**src/rtl/rt_pkg.sv**
```systemverilog
// -----------------------------------------------------------------------------
// rt_pkg
// Shared ray-tracing definitions: the signed Q16.16 fixed-point type and its
// limit constants, the packed ray width, and the ray dispatcher state encoding.
// -----------------------------------------------------------------------------
package rt_pkg;

    // Signed Q16.16 fixed point.
    typedef logic signed [31:0] fip;

    localparam fip FIP_ONE = 32'sh0001_0000;
    localparam fip FIP_MAX = 32'sh7fff_ffff;
    localparam fip FIP_MIN = 32'sh8000_0000;

    // {dir z,y,x, origin z,y,x}, six Q16.16 words; origin occupies [95:0].
    localparam int RAY_W = 192;

    typedef enum logic [2:0] {
        IDLE,
        LAUNCH,
        ARM,
        WAIT,
        DONE,
        FAULT
    } disp_state_t;

endpackage

```
**src/rtl/ray_dispatcher.sv**
```systemverilog
// -----------------------------------------------------------------------------
// ray_dispatcher
// Per-ray batch controller in front of tri_insector. Accepts one ray at a time,
// launches a full triangle batch, waits for the batch to finish (or time out),
// and returns the closest-hit result tagged with the ray ID.
//
// Ports
//   clk, reset                      single clock, synchronous active-high reset
//   i_valid / o_ready               ray input handshake
//   i_ray, i_ray_id                 ray and its tag
//   i_baseaddr, i_tri_cnt           triangle table base and count
//   ins_ivalid                      one-cycle batch start to the insector
//   ins_baseaddr, ins_ray,
//   ins_tri_cnt                     latched batch parameters for the insector
//   ins_hit, ins_t, ins_tri_index,
//   ins_finish                      insector result and batch-done level
//   o_valid / i_ready               result output handshake
//   o_ray_id, o_hit, o_t,
//   o_tri_index, o_err              result fields (o_err: produced by timeout)
//   o_fault                         sticky timeout indicator
//   o_ray_count                     results delivered, wraps at 2^32
// -----------------------------------------------------------------------------
module ray_dispatcher
    import rt_pkg::*;
#(
    parameter int ID_W    = 16,
    parameter int TIMEOUT = 1048576
) (
    input  logic              clk,
    input  logic              reset,

    input  logic              i_valid,
    output logic              o_ready,
    input  logic [RAY_W-1:0]  i_ray,
    input  logic [ID_W-1:0]   i_ray_id,
    input  logic [31:0]       i_baseaddr,
    input  logic [31:0]       i_tri_cnt,

    output logic              ins_ivalid,
    output logic [31:0]       ins_baseaddr,
    output logic [RAY_W-1:0]  ins_ray,
    output logic [31:0]       ins_tri_cnt,
    input  logic              ins_hit,
    input  fip                ins_t,
    input  logic [31:0]       ins_tri_index,
    input  logic              ins_finish,

    output logic              o_valid,
    input  logic              i_ready,
    output logic [ID_W-1:0]   o_ray_id,
    output logic              o_hit,
    output fip                o_t,
    output logic [31:0]       o_tri_index,
    output logic              o_err,
    output logic              o_fault,
    output logic [31:0]       o_ray_count
);

    localparam int              CNT_W    = $clog2(TIMEOUT);
    localparam logic [CNT_W-1:0] CNT_LAST = CNT_W'(TIMEOUT - 1);

    disp_state_t      state;
    disp_state_t      state_next;
    logic [CNT_W-1:0] timer;
    logic             out_of_reset;

    logic accept;
    logic take_finish;
    logic take_timeout;
    logic deliver;

    // out_of_reset is low for the cycle following a reset edge, keeping
    // o_ready a pure decode of registered state while still reading 0 there.
    assign o_ready = out_of_reset && (state == IDLE);

    // NOTE: every signal assigned here gets a default first, so no path can
    // leave one unassigned and infer a latch.
    always_comb begin
        state_next   = state;
        accept       = 1'b0;
        take_finish  = 1'b0;
        take_timeout = 1'b0;
        deliver      = 1'b0;

        unique case (state)
            IDLE: begin
                if (i_valid && o_ready) begin
                    accept     = 1'b1;
                    state_next = (i_tri_cnt == 32'd0) ? DONE : LAUNCH;
                end
            end
            LAUNCH: state_next = ARM;
            // ins_finish is still high from the previous batch here; ignore it.
            ARM:    state_next = WAIT;
            WAIT: begin
                // Finish has priority over a coincident timeout.
                if (ins_finish) begin
                    take_finish = 1'b1;
                    state_next  = DONE;
                end else if (timer == CNT_LAST) begin
                    take_timeout = 1'b1;
                    state_next   = DONE;
                end
            end
            DONE: begin
                if (i_ready) begin
                    deliver    = 1'b1;
                    state_next = o_fault ? FAULT : IDLE;
                end
            end
            FAULT:   state_next = FAULT;
            default: state_next = IDLE;
        endcase
    end

    // NOTE: sequential state uses non-blocking assignments only, so every
    // register samples pre-edge values regardless of statement order.
    always_ff @(posedge clk) begin
        if (reset) state <= IDLE;
        else       state <= state_next;
    end

    // NOTE: the data registers are reset too, since their reset values are
    // visible on output ports.
    always_ff @(posedge clk) begin
        if (reset) begin
            out_of_reset <= 1'b0;
            timer        <= '0;
            ins_ivalid   <= 1'b0;
            ins_baseaddr <= '0;
            ins_ray      <= '0;
            ins_tri_cnt  <= '0;
            o_valid      <= 1'b0;
            o_ray_id     <= '0;
            o_hit        <= 1'b0;
            o_t          <= '0;
            o_tri_index  <= '0;
            o_err        <= 1'b0;
            o_fault      <= 1'b0;
            o_ray_count  <= '0;
        end else begin
            out_of_reset <= 1'b1;
            ins_ivalid   <= (state_next == LAUNCH);
            o_valid      <= (state_next == DONE);

            if (state == ARM)
                timer <= '0;
            else if (state == WAIT)
                timer <= timer + CNT_W'(1);

            // The result defaults to a clean miss on accept; a zero-count ray
            // is delivered exactly like this without launching a batch.
            if (accept) begin
                ins_ray      <= i_ray;
                ins_baseaddr <= i_baseaddr;
                ins_tri_cnt  <= i_tri_cnt;
                o_ray_id     <= i_ray_id;
                o_hit        <= 1'b0;
                o_t          <= FIP_MAX;
                o_tri_index  <= '0;
                o_err        <= 1'b0;
            end

            if (take_finish) begin
                o_hit       <= ins_hit;
                o_t         <= ins_t;
                o_tri_index <= ins_tri_index;
                o_err       <= 1'b0;
            end

            if (take_timeout) begin
                o_hit       <= 1'b0;
                o_t         <= FIP_MAX;
                o_tri_index <= '0;
                o_err       <= 1'b1;
                o_fault     <= 1'b1;
            end

            if (deliver)
                o_ray_count <= o_ray_count + 32'd1;
        end
    end

endmodule

```
**config.mk**
```make
export PLATFORM = sky130hd
export DESIGN_NAME = ray_dispatcher
export DESIGN_NICKNAME = d
export VERILOG_FILES = /design/src/rtl/rt_pkg.sv /design/src/rtl/ray_dispatcher.sv
export SDC_FILE = /design/constraint.sdc
export NUM_CORES = 1
export LEC_CHECK = 0
export CAP_MARGIN = 5
export CORE_AREA = 2 2 278 280
export DETAILED_ROUTE_END_ITERATION = 8
export DIE_AREA = 0 0 280 282
export GPL_ROUTABILITY_DRIVEN = 0
export PLACE_DENSITY = 0.56
export SLEW_MARGIN = 25
export SYNTH_ARGS = -nofsm -noshare
export SYNTH_HDL_FRONTEND = slang
export SYNTH_SLANG_ARGS = --single-unit
export TNS_END_PERCENT = 10
```
**constraint.sdc**
```tcl
create_clock -name clk -period 1.8 [get_ports clk]
set_input_delay 0.45 -clock clk [delete_from_list [all_inputs] [get_ports clk]]
set_output_delay 0.45 -clock clk [all_outputs]
set_load 0.01 [all_outputs]
```
After elaboration in Yosys (flattened, before gate mapping)
Cells that the tools add are included.
{"block": "word_totals", "register_bits": 397, "inputBits": 342, "out_inout_bits": 374, "wordCells": 60}
{"block": "classes", "addsub": 2, "n_eq_ne": 8, "mux": 26, "reduce_logical": 8}
{"op": "$mux W32", "n": 4}
{"op": "$add A32 B1 Y32 const B", "n": 1}
{"op": "$logic_not A32 Y1", "n": 1}
{"op": "$mux W31", "n": 1}
{"op": "$add A20 B1 Y20 const B", "n": 1}
{"op": "$eq A20 B20 Y1 const B", "n": 1}
{"op": "$mux W3", "n": 6}
{"op": "$pmux W3 S6", "n": 1}
{"op": "$mux W1", "n": 14}
{"op": "$eq A3 B3 Y1 const B", "n": 3}
{"op": "$eq A3 B1 Y1 const B", "n": 2}
{"op": "$eq A3 B2 Y1 const B", "n": 2}
{"op": "$reduce_or A2 Y1", "n": 2}
{"op": "$logic_not A3 Y1", "n": 1}
{"op": "$reduce_bool A3 Y1", "n": 1}
{"op": "$logic_and A1 B1 Y1", "n": 2}
{"op": "$reduce_bool A2 Y1", "n": 1}

Logic depth before layout (Yosys ltp)
{"block": "depth", "depth_word": 8, "mapped_depth": 8, "mapped_depth_nobuf": 6}

Least setup slack after synthesis
OpenSTA, ideal clock, no wires.
{"block": "synth_path", "kind": "register to register", "start": "reg state[2]", "end": "reg ins_ray[168]", "setup_ns": 0.132, "t_arrival_ns": 1.644, "required_ns": 1.668, "path_slack_ns": 0.024, "path_stages_with_launch": 8, "path_buffers": 3, "synth_period_minus_slack_ns": 1.776, "cell_sequence": "dfxtp_1 nor4b_2 nand2_1 clkbuf_1 clkbuf_1 clkbuf_1 nand2_1 a21oi_1"}
{"block": "synth_between", "elab_chain_cells": 5}
{"element": "start, declared", "line": "ray_dispatcher.sv:62", "source": "disp_state_t state;"}
{"element": "start signal, assigned", "line": "ray_dispatcher.sv:120", "source": "else state <= state_next;"}
{"element": "$logic_not A3 Y1", "line": "ray_dispatcher.sv:74", "source": "assign o_ready = out_of_reset && (state == IDLE);"}
{"element": "$logic_and A1 B1 Y1", "line": "ray_dispatcher.sv:74"}
{"element": "via o_ready", "line": "ray_dispatcher.sv:33", "source": "output logic o_ready,"}
{"element": "$logic_and A1 B1 Y1", "line": "ray_dispatcher.sv:87", "source": "if (i_valid && o_ready) begin"}
{"element": "$mux W1", "line": "ray_dispatcher.sv:87"}
{"element": "$mux W1", "line": "ray_dispatcher.sv:85", "source": "unique case (state)"}
{"element": "end signal, assigned", "line": "ray_dispatcher.sv:154", "source": "ins_ray <= i_ray;"}
{"element": "end, declared", "line": "ray_dispatcher.sv:41", "source": "output logic [RAY_W-1:0] ins_ray,"}
The timed path passes the listed nets, and every way through them passes these cells.
A chain may end at the register's enable or synchronous reset.

Worst setup path after layout
{"block": "layout_path", "start": "reg state[2]", "end": "out o_ready"}
{"block": "layout_between", "elab_chain_cells": 2}
{"element": "$logic_not A3 Y1", "line": "ray_dispatcher.sv:74"}
{"element": "$logic_and A1 B1 Y1", "line": "ray_dispatcher.sv:74"}
{"element": "end, declared", "line": "ray_dispatcher.sv:33"}
Every way passes these cells.

==> results.yml <==
clock_network:
  cts_root_buf: "clkbuf_16"
  clk_latency_ns: 0.57
  clock_sinks: 397
  cts_tree: "built"
  htree_num_levels: 2
  clkTransAtPathRegs_ns: 0.06
  holdBufCountCts: 0
  clk_path_buf_depth: 3
  cts-buffers-inserted: 49
grt:
  grt_pass1_wl_um: 85300
  antenna_found_initial: 0
  overflow: 0
  grt_pass1_vias: 13737
  grt_usage: 0.140
  grt_max_degree: 87
floorplan:
  rows: 101
  die_area_mm2: 0.0790
  io_pins: 716
  dieHeight_um: 282
  coreArea_mm2: 0.0757
  start_util: 0.188
  fp.dieW_um: 280
yosys:
  yosys_register_bits: 397
  yosys_warnings: 0
  ys.flop_type: "dfxtp_1"
  yosys.cell_types.count: 46
  yosysSeqAreaShare: 0.560
  syn-cell-area_mm2: 0.0142
  synthesis.instances: 1689
  syn_nets: 2033
  synth_area_per_cell_um2: 8.41
  synth_edf_count: 0
  synth_top_area_frac: 0.560
  yosys.area.top_type: "dfxtp_1"
  synth-async-reset-ratio: 0
  synth.area.top_cells: "dfxtp_1 (56%), nand2_1 (15%), a21oi_1 (10%), o221a_2 (2.5%), nor2_1 (2.4%)"
final_layout:
  num-fill-cells: 7948
  final_area_mm2: 0.0252
  diodes: 0
  syn_to_final_growth_pct: 77.3
  final_nets: 2828
  drive_gt1_frac: 0.141
min_path:
  hp-class: "in2reg"
power:
  p_per_area_mw_per_mm2: 907
  ir_worst_vdd_mv: 0.576
  cellLeakagePower_uw: 0.0108
sta:
  fin_crit_sh: 1.02
  rsz0062_at_grt: "yes"
  hold_viol_final: 0
  worstMarginPinSlew_ns: 0.466
  setup_ws_ns: -0.0318
  slew_viol_final: 0
  max_slew_margin: 0.688
  fmax_mhz: 546
  period_minus_slack_ns: 1.83
  fin_skew_ns: 0.0138
  finalSetupViolations: 1
place:
  dpl_worst_slack_ns: -1.41
  placed_area_mm2: 0.0234
  hpwl_um: 44000
  io_buffers: 715
critical_path:
  slowest_delay_ns: 0.33
  crit_fanout: 2
  cp-start-kind: "flip-flop"
  path_class: "reg2out"
  crit_family: "flip-flops"
  cp.required_ns: 1.35
  critPathSlowestCell: "dfxtp_2"
  path_cells: "nor4b_4, buf_4"
  worstPathArrival_ns: 1.38
  worstSetupEndpointType: "output port"
  crit_buf_inv: 1
status:
  violations: "setup timing"
  status: "complete, but fails checks"
detailed_routing:
  drt-initial-drc-count: 619
  vias: 14396
  vias_per_cell: 4.11
  first_pass_iters: 5
  wl_per_cell_um: 17.2
  drtAntennaViolNets: 0
  drt_wl_total_um: 60300
  drc: 0
job:
  max-cap-violations: 0
## worst paths after layout
| kind | start | endpoint | slack, ns | cells after the start |
|---|---|---|---|---|
| setup / recovery | state[2] | o_ready | -0.03 | 2 |
| hold / removal | i_tri_cnt[16] | ins_tri_cnt[16] | 0.19 | 3 |
| hold reg to reg | ins_baseaddr[22] | ins_baseaddr[22] | 0.45 | 2 |
| setup reg to reg | state[1] | o_ray_count[20] | 0.01 | 8 |
## synth_stat cells, types with 2 or more instances
| master | number |
|---|---|
| clkbuf_1 | 78 |
| nor4b_1 | 3 |
| or3_1 | 5 |
| nand2b_1 | 2 |
| buf_4 | 5 |
| o21ai_0 | 7 |
| nand4_4 | 2 |
| nor2_1 | 89 |
| buf_2 | 38 |
| inv_1 | 11 |
| nand3_1 | 13 |
| nor4_4 | 2 |
| a21oi_1 | 283 |
| nor3b_1 | 2 |
| and3_1 | 6 |
| a22oi_1 | 34 |
| and2_1 | 6 |
| dfxtp_1 | 397 |
| ha_1 | 2 |
| xnor2_1 | 28 |
| nor4_1 | 16 |
| and4_1 | 6 |
| nand2_1 | 565 |
| o221a_2 | 31 |
| nor4_2 | 2 |
| and2_0 | 2 |
| xor2_1 | 16 |
| nor3_1 | 11 |
| nand4_1 | 10 |
## worst reg2reg max path, delay by kind of cell (launching register included)
family / cells / cell delay (ns)
xor gates and xnor gates: 1 / 0.14
buffers and inverters: 3 / 0.43
DFF: 1 / 0.33
and+or+nand+nor: 4 / 0.77
## layer usage
metal / GRT usage / up-vias / part of all wire
met1: 0.177 / 6716 / 0.43
li1: - / 7216 / -
met3: 0.0307 / 91 / 0.052
met4: 0.0487 / 0 / 0.027
met5: 0 / - / 0
met2: 0.235 / 373 / 0.49
## sequential cells by signal, indices dropped and copies added (netlist names)
| register | cells |
|---|---|
| o_t | 32 |
| o_ray_count | 32 |
| timer | 20 |
| o_ray_id | 16 |
| state | 3 |
| o_tri_index | 32 |
| ins_baseaddr | 32 |
| o_fault | 1 |
| ins_ivalid | 1 |
| ins_tri_cnt | 32 |
| o_valid | 1 |
| o_err | 1 |
| out_of_reset | 1 |
| o_hit | 1 |
| ins_ray | 192 |
## cell families after synthesis
logic type               count (synthesis)  synth area share
AO/OA/AOI/OAI                          360             0.147
XOR/XNOR                                44            0.0271
adder cells (fa/ha/maj)                  2           0.00176
buffers and inverters                  134            0.0406
flip-flops                             397             0.560
multiplexers                             1          0.000705
AND/OR/NAND/NOR                        751             0.223
## stage by stage
| stage | TNS (ns) | util | hold slack, ns | power, uW | instances |
|---|---|---|---|---|---|
| final | -0.0318 | 0.333 | 0.192 | 22800 | 3502 |
| after floorplan | 0 | - | 0.449 | 10800 | 1689 |
| after CTS | -0.293 | 0.327 | 0.154 | 23100 | 3490 |
| after global routing | -1.44 | 0.333 | 0.168 | 23800 | 3502 |
| after detailed placement | -50.45 | 0.309 | 0.445 | 13100 | 3397 |
| after global placement | -52.48 | 0.309 | 0.440 | 13100 | 3397 |
## timing repair
item / 4_1_cts / 5_1_grt
buffers inserted: 2 / 7
endpoints found under the setup margin: 412 / 205
pin swaps: 10 / 22
gates resized for setup: 454 / 77
endpoints found under the hold margin: 0 / 0
gates cloned: 0 / 5
## layout make-up
cell class | instances | area (um^2) | area share
Sequential cell | 397 | 7960 | 0.316
Timing Repair Buffer | 865 | 8270 | 0.329
Tap cell | 978 | 1220 | 0.0486
Inverter | 12 | 45.0 | 0.00179
Multi-Input combinational cell | 1159 | 6020 | 0.239
Clock buffer | 73 | 1480 | 0.0587
Clock inverter | 18 | 179 | 0.00711
## layout by cell type (no fill, tap or decap), types with 13 or more instances in the layout
| master | synthesis | routed |
|---|---|---|
| nand2_1 | 565 | 562 |
| xnor2_1 | 28 | 28 |
| o221a_2 | 31 | 31 |
| a22oi_1 | 34 | 33 |
| nor2_1 | 89 | 87 |
| a21oi_1 | 283 | 265 |
| a21oi_2 | 0 | 18 |
| buf_4 | 5 | 108 |
| xor2_1 | 16 | 16 |
| clkdlybuf4s50_1 | 0 | 330 |
| dfxtp_1 | 397 | 391 |
| clkbuf_16 | 0 | 55 |
| buf_6 | 1 | 13 |
| dlygate4sd2_1 | 0 | 351 |
| buf_12 | 0 | 23 |
## report_power, final
group          internal, uW  leakage, uW  switching (uW)
clock network          6100     0.000825            4040
registers              9220      0.00323             199
logic                  1700      0.00676            1570
total                 17000       0.0108            5810
Note: power is estimated with default switching activity, not from simulation.
